==> src/rtl/fetch_unit.sv <==
`default_nettype none
// ============================================================================
// Module      : fetch_unit
// Description : Instruction-fetch initiator. Drives the word-aligned fetch
//               address to an instruction memory with a fixed 1-cycle
//               registered read latency and hands {instruction, pc} to decode
//               over a valid/ready handshake. The output register and a
//               one-entry skid buffer absorb the word that is already in flight
//               when decode stalls. A redirect flushes everything and restarts
//               at the redirect target.
// Ports       : clk            - clock, rising edge
//               reset          - asynchronous, active-high reset
//               imem_addr      - fetch address to instruction memory
//               imem_rdata     - memory read data, valid 1 cycle after address
//               redirect_valid - branch/jump taken: flush and restart
//               redirect_pc    - redirect target (bits [1:0] ignored)
//               dec_valid      - dec_instr/dec_pc hold a valid instruction
//               dec_ready      - decode accepts (transfer on valid && ready)
//               dec_instr      - fetched instruction word
//               dec_pc         - address dec_instr was fetched from
// Revision    : 1.0 - initial release
// ============================================================================
module fetch_unit #(
    parameter logic [31:0] RESET_PC = 32'h0000_0000,
    parameter int unsigned PC_STEP  = 4
) (
    input  logic        clk,
    input  logic        reset,
    output logic [31:0] imem_addr,
    input  logic [31:0] imem_rdata,
    input  logic        redirect_valid,
    input  logic [31:0] redirect_pc,
    output logic        dec_valid,
    input  logic        dec_ready,
    output logic [31:0] dec_instr,
    output logic [31:0] dec_pc
);

    localparam logic [31:0] c_pc_step = 32'(PC_STEP);

    // Fetch side
    logic [31:0] r_fetch_pc;
    logic        r_inflight_valid;
    logic [31:0] r_inflight_pc;

    // Output register and skid buffer
    logic        r_dec_valid;
    logic [31:0] r_dec_instr;
    logic [31:0] r_dec_pc;
    logic        r_skid_valid;
    logic [31:0] r_skid_instr;
    logic [31:0] r_skid_pc;

    // Combinational next-state
    logic        w_pop;
    logic [1:0]  w_occupancy;
    logic [1:0]  w_occ_after_pop;
    logic        w_issue;
    logic        w_dec_valid_nxt;
    logic [31:0] w_dec_instr_nxt;
    logic [31:0] w_dec_pc_nxt;
    logic        w_skid_valid_nxt;
    logic [31:0] w_skid_instr_nxt;
    logic [31:0] w_skid_pc_nxt;

    // The two low target bits are architecturally ignored.
    logic        w_unused_redirect_bits;
    assign w_unused_redirect_bits = ^redirect_pc[1:0];

    assign imem_addr = r_fetch_pc;
    assign dec_valid = r_dec_valid;
    assign dec_instr = r_dec_instr;
    assign dec_pc    = r_dec_pc;

    // Issue only when the word it fetches is guaranteed a slot: counting the
    // output register, the skid entry and the word already in flight (less
    // whatever leaves this cycle), at most one slot may be spoken for.
    always_comb begin
        w_pop           = r_dec_valid & dec_ready;
        w_occupancy     = {1'b0, r_dec_valid} + {1'b0, r_skid_valid}
                        + {1'b0, r_inflight_valid};
        w_occ_after_pop = w_occupancy - {1'b0, w_pop};
        w_issue         = !redirect_valid && (w_occ_after_pop < 2'd2);
    end

    // Output register / skid buffer steering. The skid entry is always older
    // than the arriving word, so it is promoted first to keep fetch order.
    always_comb begin
        w_dec_valid_nxt  = r_dec_valid;
        w_dec_instr_nxt  = r_dec_instr;
        w_dec_pc_nxt     = r_dec_pc;
        w_skid_valid_nxt = r_skid_valid;
        w_skid_instr_nxt = r_skid_instr;
        w_skid_pc_nxt    = r_skid_pc;

        if (redirect_valid) begin
            // A same-cycle pop still completes; decode already owns that word.
            w_dec_valid_nxt  = 1'b0;
            w_skid_valid_nxt = 1'b0;
        end else if (!r_dec_valid || w_pop) begin
            if (r_skid_valid) begin
                w_dec_valid_nxt = 1'b1;
                w_dec_instr_nxt = r_skid_instr;
                w_dec_pc_nxt    = r_skid_pc;
                if (r_inflight_valid) begin
                    w_skid_instr_nxt = imem_rdata;
                    w_skid_pc_nxt    = r_inflight_pc;
                end else begin
                    w_skid_valid_nxt = 1'b0;
                end
            end else if (r_inflight_valid) begin
                w_dec_valid_nxt = 1'b1;
                w_dec_instr_nxt = imem_rdata;
                w_dec_pc_nxt    = r_inflight_pc;
            end else begin
                w_dec_valid_nxt = 1'b0;
            end
        end else if (r_inflight_valid) begin
            // Output held by a stalled decode: park the arriving word.
            w_skid_valid_nxt = 1'b1;
            w_skid_instr_nxt = imem_rdata;
            w_skid_pc_nxt    = r_inflight_pc;
        end
    end

    always_ff @(posedge clk or posedge reset) begin
        if (reset) begin
            r_fetch_pc       <= RESET_PC;
            r_inflight_valid <= 1'b0;
            r_inflight_pc    <= 32'h0;
        end else if (redirect_valid) begin
            r_fetch_pc       <= {redirect_pc[31:2], 2'b00};
            r_inflight_valid <= 1'b0;
        end else if (w_issue) begin
            r_inflight_valid <= 1'b1;
            r_inflight_pc    <= r_fetch_pc;
            r_fetch_pc       <= r_fetch_pc + c_pc_step;
        end else begin
            r_inflight_valid <= 1'b0;
        end
    end

    always_ff @(posedge clk or posedge reset) begin
        if (reset) begin
            r_dec_valid  <= 1'b0;
            r_dec_instr  <= 32'h0;
            r_dec_pc     <= 32'h0;
            r_skid_valid <= 1'b0;
            r_skid_instr <= 32'h0;
            r_skid_pc    <= 32'h0;
        end else begin
            r_dec_valid  <= w_dec_valid_nxt;
            r_dec_instr  <= w_dec_instr_nxt;
            r_dec_pc     <= w_dec_pc_nxt;
            r_skid_valid <= w_skid_valid_nxt;
            r_skid_instr <= w_skid_instr_nxt;
            r_skid_pc    <= w_skid_pc_nxt;
        end
    end

endmodule
`default_nettype wire
==> config.mk <==
export PLATFORM = sky130hd
export DESIGN_NAME = fetch_unit
export DESIGN_NICKNAME = d
export VERILOG_FILES = /design/src/rtl/fetch_unit.sv
export SDC_FILE = /design/constraint.sdc
export NUM_CORES = 1
export LEC_CHECK = 0
export CAP_MARGIN = 15
export CORE_AREA = 10 10 148 253
export CTS_CLUSTER_DIAMETER = 60
export CTS_CLUSTER_SIZE = 20
export DETAILED_ROUTE_END_ITERATION = 12
export DIE_AREA = 0 0 158 263
export GPL_ROUTABILITY_DRIVEN = 0
export SETUP_SLACK_MARGIN = 0.5
export SLEW_MARGIN = 20
export SYNTH_ARGS = -nofsm -noshare
export SYNTH_HDL_FRONTEND = slang
export SYNTH_SLANG_ARGS = --single-unit
==> constraint.sdc <==
create_clock -name clk -period 20.3 [get_ports clk]
set_clock_uncertainty 0.15 [all_clocks]
set_input_delay 4.06 -clock clk [delete_from_list [all_inputs] [get_ports clk]]
set_output_delay 4.06 -clock clk [all_outputs]
set_load 0.02 [all_outputs]
# After elaboration in Yosys (flattened, before gate mapping)
# Index checks and enable logic that the tools add are counted.
dict set report op_classes {
  n_addsub 4
  n_lt_le_gt_ge 1
  n_eq_ne 1
  n_mux 22
  bitwise_logic 2
  reduce_logical 11
}
# cell count
set op_table {}
lappend op_table {{$mux 32} 12}
lappend op_table {{$add 32x3->32 const B} 1}
lappend op_table {{$mux 1} 10}
lappend op_table {{$reduce_bool 2->1} 3}
lappend op_table {{$reduce_and 2->1} 2}
lappend op_table {{$reduce_and 3->1} 1}
lappend op_table {{$reduce_bool 3->1} 1}
lappend op_table {{$add 1x1->2} 1}
lappend op_table {{$add 2x1->2} 1}
lappend op_table {{$logic_not 1->1} 2}
lappend op_table {{$lt 2x2->1 const B} 1}
lappend op_table {{$ne 2x2->1 const B} 1}
lappend op_table {{$sub 2x1->2} 1}
lappend op_table {{$and 1x1->1} 1}
lappend op_table {{$logic_and 1x1->1} 1}
lappend op_table {{$logic_or 1x1->1} 1}
lappend op_table {{$not 1->1} 1}
dict set report totals {
  regBits 195
  output_inout_bits 97
  elab_cells 50
}

# Depth between registers and ports, before layout
dict set report logic_depth {
  depth_word 7
  mapped_depth 10
  depth_no_buf 9
}

# Worst setup path before layout
# OpenSTA, ideal clock, no wires.
dict set report synth_timing {
  path_kind {input-to-reg}
  start {input dec_ready}
  end {register r_fetch_pc[23] (netlist: imem_addr[23])}
  setup_time_ns 0.082
  arrival_time_ns 5.928
  path_slack_ns 14.140
  stages 10
  path_buffers 1
  cell_sequence {and2_1 -> ha_1 -> inv_1 -> ha_1 -> a21oi_4 -> xor2_2 -> buf_2 -> nand3_1 -> or3_1 -> a31oi_1}
}
dict set report synth_via {
  elab_chain_len 5
}
# element line_no
set synth_lines {}
lappend synth_lines {{start, declared} 34} ;# input logic dec_ready,
lappend synth_lines {{$and 1x1->1} 79} ;# w_pop = r_dec_valid & dec_ready;
lappend synth_lines {{$sub 2x1->2} 82} ;# w_occ_after_pop = w_occupancy - {1'b0, w_pop};
lappend synth_lines {{$lt 2x2->1} 83} ;# w_issue = !redirect_valid && (w_occ_after_pop < 2'd2);
lappend synth_lines {{$logic_and 1x1->1} 83}
lappend synth_lines {{$reduce_bool 2->1 (no line)} -}
lappend synth_lines {{end signal, assigned} 132} ;# r_fetch_pc <= {redirect_pc[31:2], 2'b00};
lappend synth_lines {{end signal, assigned} 137} ;# r_fetch_pc <= r_fetch_pc + c_pc_step;
lappend synth_lines {{end, declared} 42} ;# logic [31:0] r_fetch_pc;
# No other way between the ends.
# A chain may end at the register's enable or synchronous reset.

# Final worst setup path
dict set report layout_timing {
  start {input dec_ready}
  end {register r_inflight_pc[9]}
}
dict set report layout_via {
  elab_chain_len 5
}
# element line_no
set layout_lines {}
lappend layout_lines {{$and 1x1->1} 79}
lappend layout_lines {{$sub 2x1->2} 82}
lappend layout_lines {{$lt 2x2->1} 83}
lappend layout_lines {{$logic_and 1x1->1} 83}
lappend layout_lines {{$reduce_and 2->1 (no line)} -}
lappend layout_lines {{end signal, assigned} 136} ;# r_inflight_pc <= r_fetch_pc;
lappend layout_lines {{end, declared} 44} ;# logic [31:0] r_inflight_pc;
# No other way between the ends.

==> run_results.csv <==
group,metric,value,unit
power_and_ir_drop,p_total,1273,uW
power_and_ir_drop,power.density,117.4,mW/mm^2
worst_setup_path,critPathKind,"input pin to register",
worst_setup_path,regToRegStartpoint,"r_skid_valid",
sta,rsz0062_at_grt,"no",
floorplanning,dieArea,0.04155,mm^2
sta,tns,0,ns
run_status,outcome,"finished clean",
final_layout,diodes,0,
logic_synthesis,syn_inst,687,
sta,tightest_slew,0.9111,ns
floorplanning,die_y,263,um
worst_setup_path,cp-start-kind,"input pin",
clocking,cts.sinks,187,
final_layout,nNetsFinal,904,
clocking,cts-resized-gates,0,
power_and_ir_drop,p_clk_share,27.9,%
final_layout,finish.utilization,32.56,%
sta,setup_viol,0,
clocking,insertion_delay,0.46,ns
sta,finalCriticalPeriod,6.568,ns
drt,routed_via_density,4.484,
hold_path,hp-class,"register to register",
floorplanning,pin_count,165,
logic_synthesis,synth.distinct_cells,37,
worst_setup_path,arrival,6.76,ns
floorplanning,coreArea,0.03330,mm^2
logic_synthesis,yosysSeqAreaShare,57.07,%
worst_setup_path,r2r_end,"r_inflight_pc[9]",
sta,hold_viol,0,
worst_setup_path,r2r_slack,17.26,ns
power_and_ir_drop,p_int,864.1,uW
clocking,cts_tree,"done",
grt,grt_max_degree,130,
sta,finalCritPeriodShare,32.35,%
clocking,root_buffer,"clkbuf_16",
floorplanning,row_count,89,
drt,wirelength,22610,um
grt,grt.overflow.total,0,
placement,dp_hpwl,15720,um
clocking,path_clk_slew,0.07,ns
drt,dr_wl_met2,12100,um
run,maxCapViolCount,0,
grt,grt_pass1_wl,34850,um
drt,drc,0,
clocking,cts_buffers,17,
logic_synthesis,yosys_warnings,0,
drt,top_layer,"met4",
drt,dr.pass1.iters,5,
sta,slew_viol_final,0,
drt,via_count,5627,
drt,routed-wl-met3,1210,um
logic_synthesis,avgSynthCellArea,11.93,um^2
worst_setup_path,reg2regPathDepth,6,
sta,clock.fmax,0.1523,GHz
clocking,htreeDepth,4,
drt,drt_iter0_markers,232,
floorplanning,die_w,158,um
drt,met1Wirelength,8903,um
logic_synthesis,synth_top_area_share,57.07,%
final_layout,drive_above_1_share,17.14,%
logic_synthesis,synth.area.top_cells,"dfrtp_1, mux2_2, mux2i_1, a21oi_1, nor2_1",
grt,antenna_found_initial,0,
final_layout,area_growth,32.23,%
worst_setup_path,end_kind,"register",
power_and_ir_drop,power.share.combinational,27.8,%
power_and_ir_drop,p_leak,0.004292,uW
worst_setup_path,crit_start,"dec_ready",
floorplanning,start_util,24.63,%
logic_synthesis,yosysTopAreaCell,"dfrtp_1",
drt,drtAntennaViolNets,0,
grt,grt_usage,11.07,%
logic_synthesis,ys_seq_elements,187,
power_and_ir_drop,p_sw_share,32.13,%
clocking,post_cts.repair.setup_buffers,0,
power_and_ir_drop,netSwitchingPower,409.1,uW
worst_setup_path,cp_data_required_time,20.49,ns
worst_setup_path,crit_fanout,18,
grt,grt_pass1_vias,5733,
drt,wl_per_cell,18.02,um
worst_setup_path,cp-endpoint,"r_inflight_pc[9]",
clocking,ctsHoldBuffers,0,
power_and_ir_drop,peakVddDrop,59.79,uV
logic_synthesis,syn_area,0.008199,mm^2
placement,numPortBuffers,158,
power_and_ir_drop,seqPwrFrac,44.3,%
clocking,clockBufferDepth,2,
sta,relSlewSlack,39.26,%
## cell usage in the layout (no fill, tap or decap), types with 3 or more instances in the layout
cell / instances
dfrtp_1: 186
clkbuf_16: 17
clkdlybuf4s50_1: 158
o21ai_0: 16
ha_1: 3
nand4_1: 17
nand2_1: 31
xnor2_1: 14
nor2_1: 72
nor3_1: 8
clkinv_8: 4
inv_6: 4
nor4_1: 6
xor2_1: 12
buf_4: 8
mux2_1: 4
and2_1: 4
and3_1: 3
a31oi_1: 3
a21oi_1: 63
o21ai_1: 10
conb_1: 4
inv_1: 6
mux2_2: 93
or3_1: 3
inv_8: 3
nand3_1: 12
mux2i_1: 63
## area by class of cell
class | instances | area [um^2]
Clock buffer | 17 | 425.4
Clock inverter | 15 | 207.7
Fill cell | 3318 | 22450
Inverter | 7 | 33.78
Multi-Input combinational cell | 453 | 3311
Sequential cell | 187 | 4683
Tap cell | 409 | 511.7
Timing Repair Buffer | 167 | 1669
## Yosys cell counts, drive strengths merged
cell type and instances:
dlygate4sd1 1, clkbuf 13, xnor2 15, nand2 31, and4 1, ha 3, nor2 73, o211ai 1
or3 3, inv 7, mux2i 63, nand4 18, conb 1, a21oi 64, xor2 13, a31oi 3
o21ai 26, dfrtp 187, nand3 14, and2 4, buf 29, nor4 6, mux2 97, nor3 10
nor2b 1, and3 3
## cell families after synthesis
family / synth area share, %
DFF: 57.07
and+or+nand+nor: 9.446
muxes: 21.01
AOI/OAI and AO/OA: 5.952
buffers and inverters: 2.838
xor gates and xnor gates: 3.174
adders and majority gates: 0.4579
other: 0.04574
## sequential cells by signal, summed over array words and instances, names as in the netlist
name / flops
dec_instr: 32
dec_pc: 30
dec_valid: 1
imem_addr: 30
r_inflight_pc: 30
r_inflight_valid: 1
r_skid_instr: 32
r_skid_pc: 30
r_skid_valid: 1
## worst min path at each step
| stage | endpoint | cells after the start | start |
|---|---|---|---|
| final | r_skid_instr[3] | 1 | r_skid_instr[3] |
| after global routing | r_skid_pc[22] | 1 | r_skid_pc[22] |
| after global placement | r_skid_instr[14] | 1 | r_skid_instr[14] |
| after floorplan | r_inflight_pc[21] | 1 | r_inflight_pc[21] |
| after CTS | r_skid_instr[31] | 1 | r_skid_instr[31] |
| after detailed placement | r_skid_pc[23] | 1 | r_skid_pc[23] |
## stage by stage
| step | hold slack, ns | setup WS, ns | cells | instance area, um^2 |
|---|---|---|---|---|
| after floorplan | 0.3260 | 11.00 | 690 | 8210 |
| after global placement | 0.3358 | 13.04 | 1222 | 10180 |
| after detailed placement | 0.3432 | 13.04 | 1222 | 10180 |
| after CTS | 0.3605 | 13.53 | 1254 | 10810 |
| after global routing | 0.3692 | 13.61 | 1255 | 10840 |
| final | 0.3577 | 13.73 | 1255 | 10840 |
## layer usage
| layer | GRT usage [%] | vias to the layer above |
|---|---|---|
| met2 | 19.53 | 122 |
| li1 | - | 2694 |
| met4 | 4.172 | 0 |
| met5 | 0 | - |
| met1 | 12.10 | 2791 |
| met3 | 3.265 | 20 |
## power by group through the flow
| stage | Combinational (uW) | Clock [uW] | Sequential [uW] |
|---|---|---|---|
| global route | 384 | 382 | 580 |
| detailed placement | 360 | 0 | 573 |
| floorplan | 153 | 0 | 611 |
| CTS | 361 | 368 | 565 |
| global placement | 356 | 0 | 566 |
| finish | 354 | 355 | 564 |
## worst max-delay path: stages
cell,delay [ns]
clkdlybuf4s50_1,0.43
and2_1,0.15
ha_1,0.26
inv_1,0.04
ha_1,0.30
a21oi_4,0.19
xnor2_2,0.20
nor2_4,0.53
buf_16,0.24
mux2_2,0.34
Power figures use the tool's default switching activity.
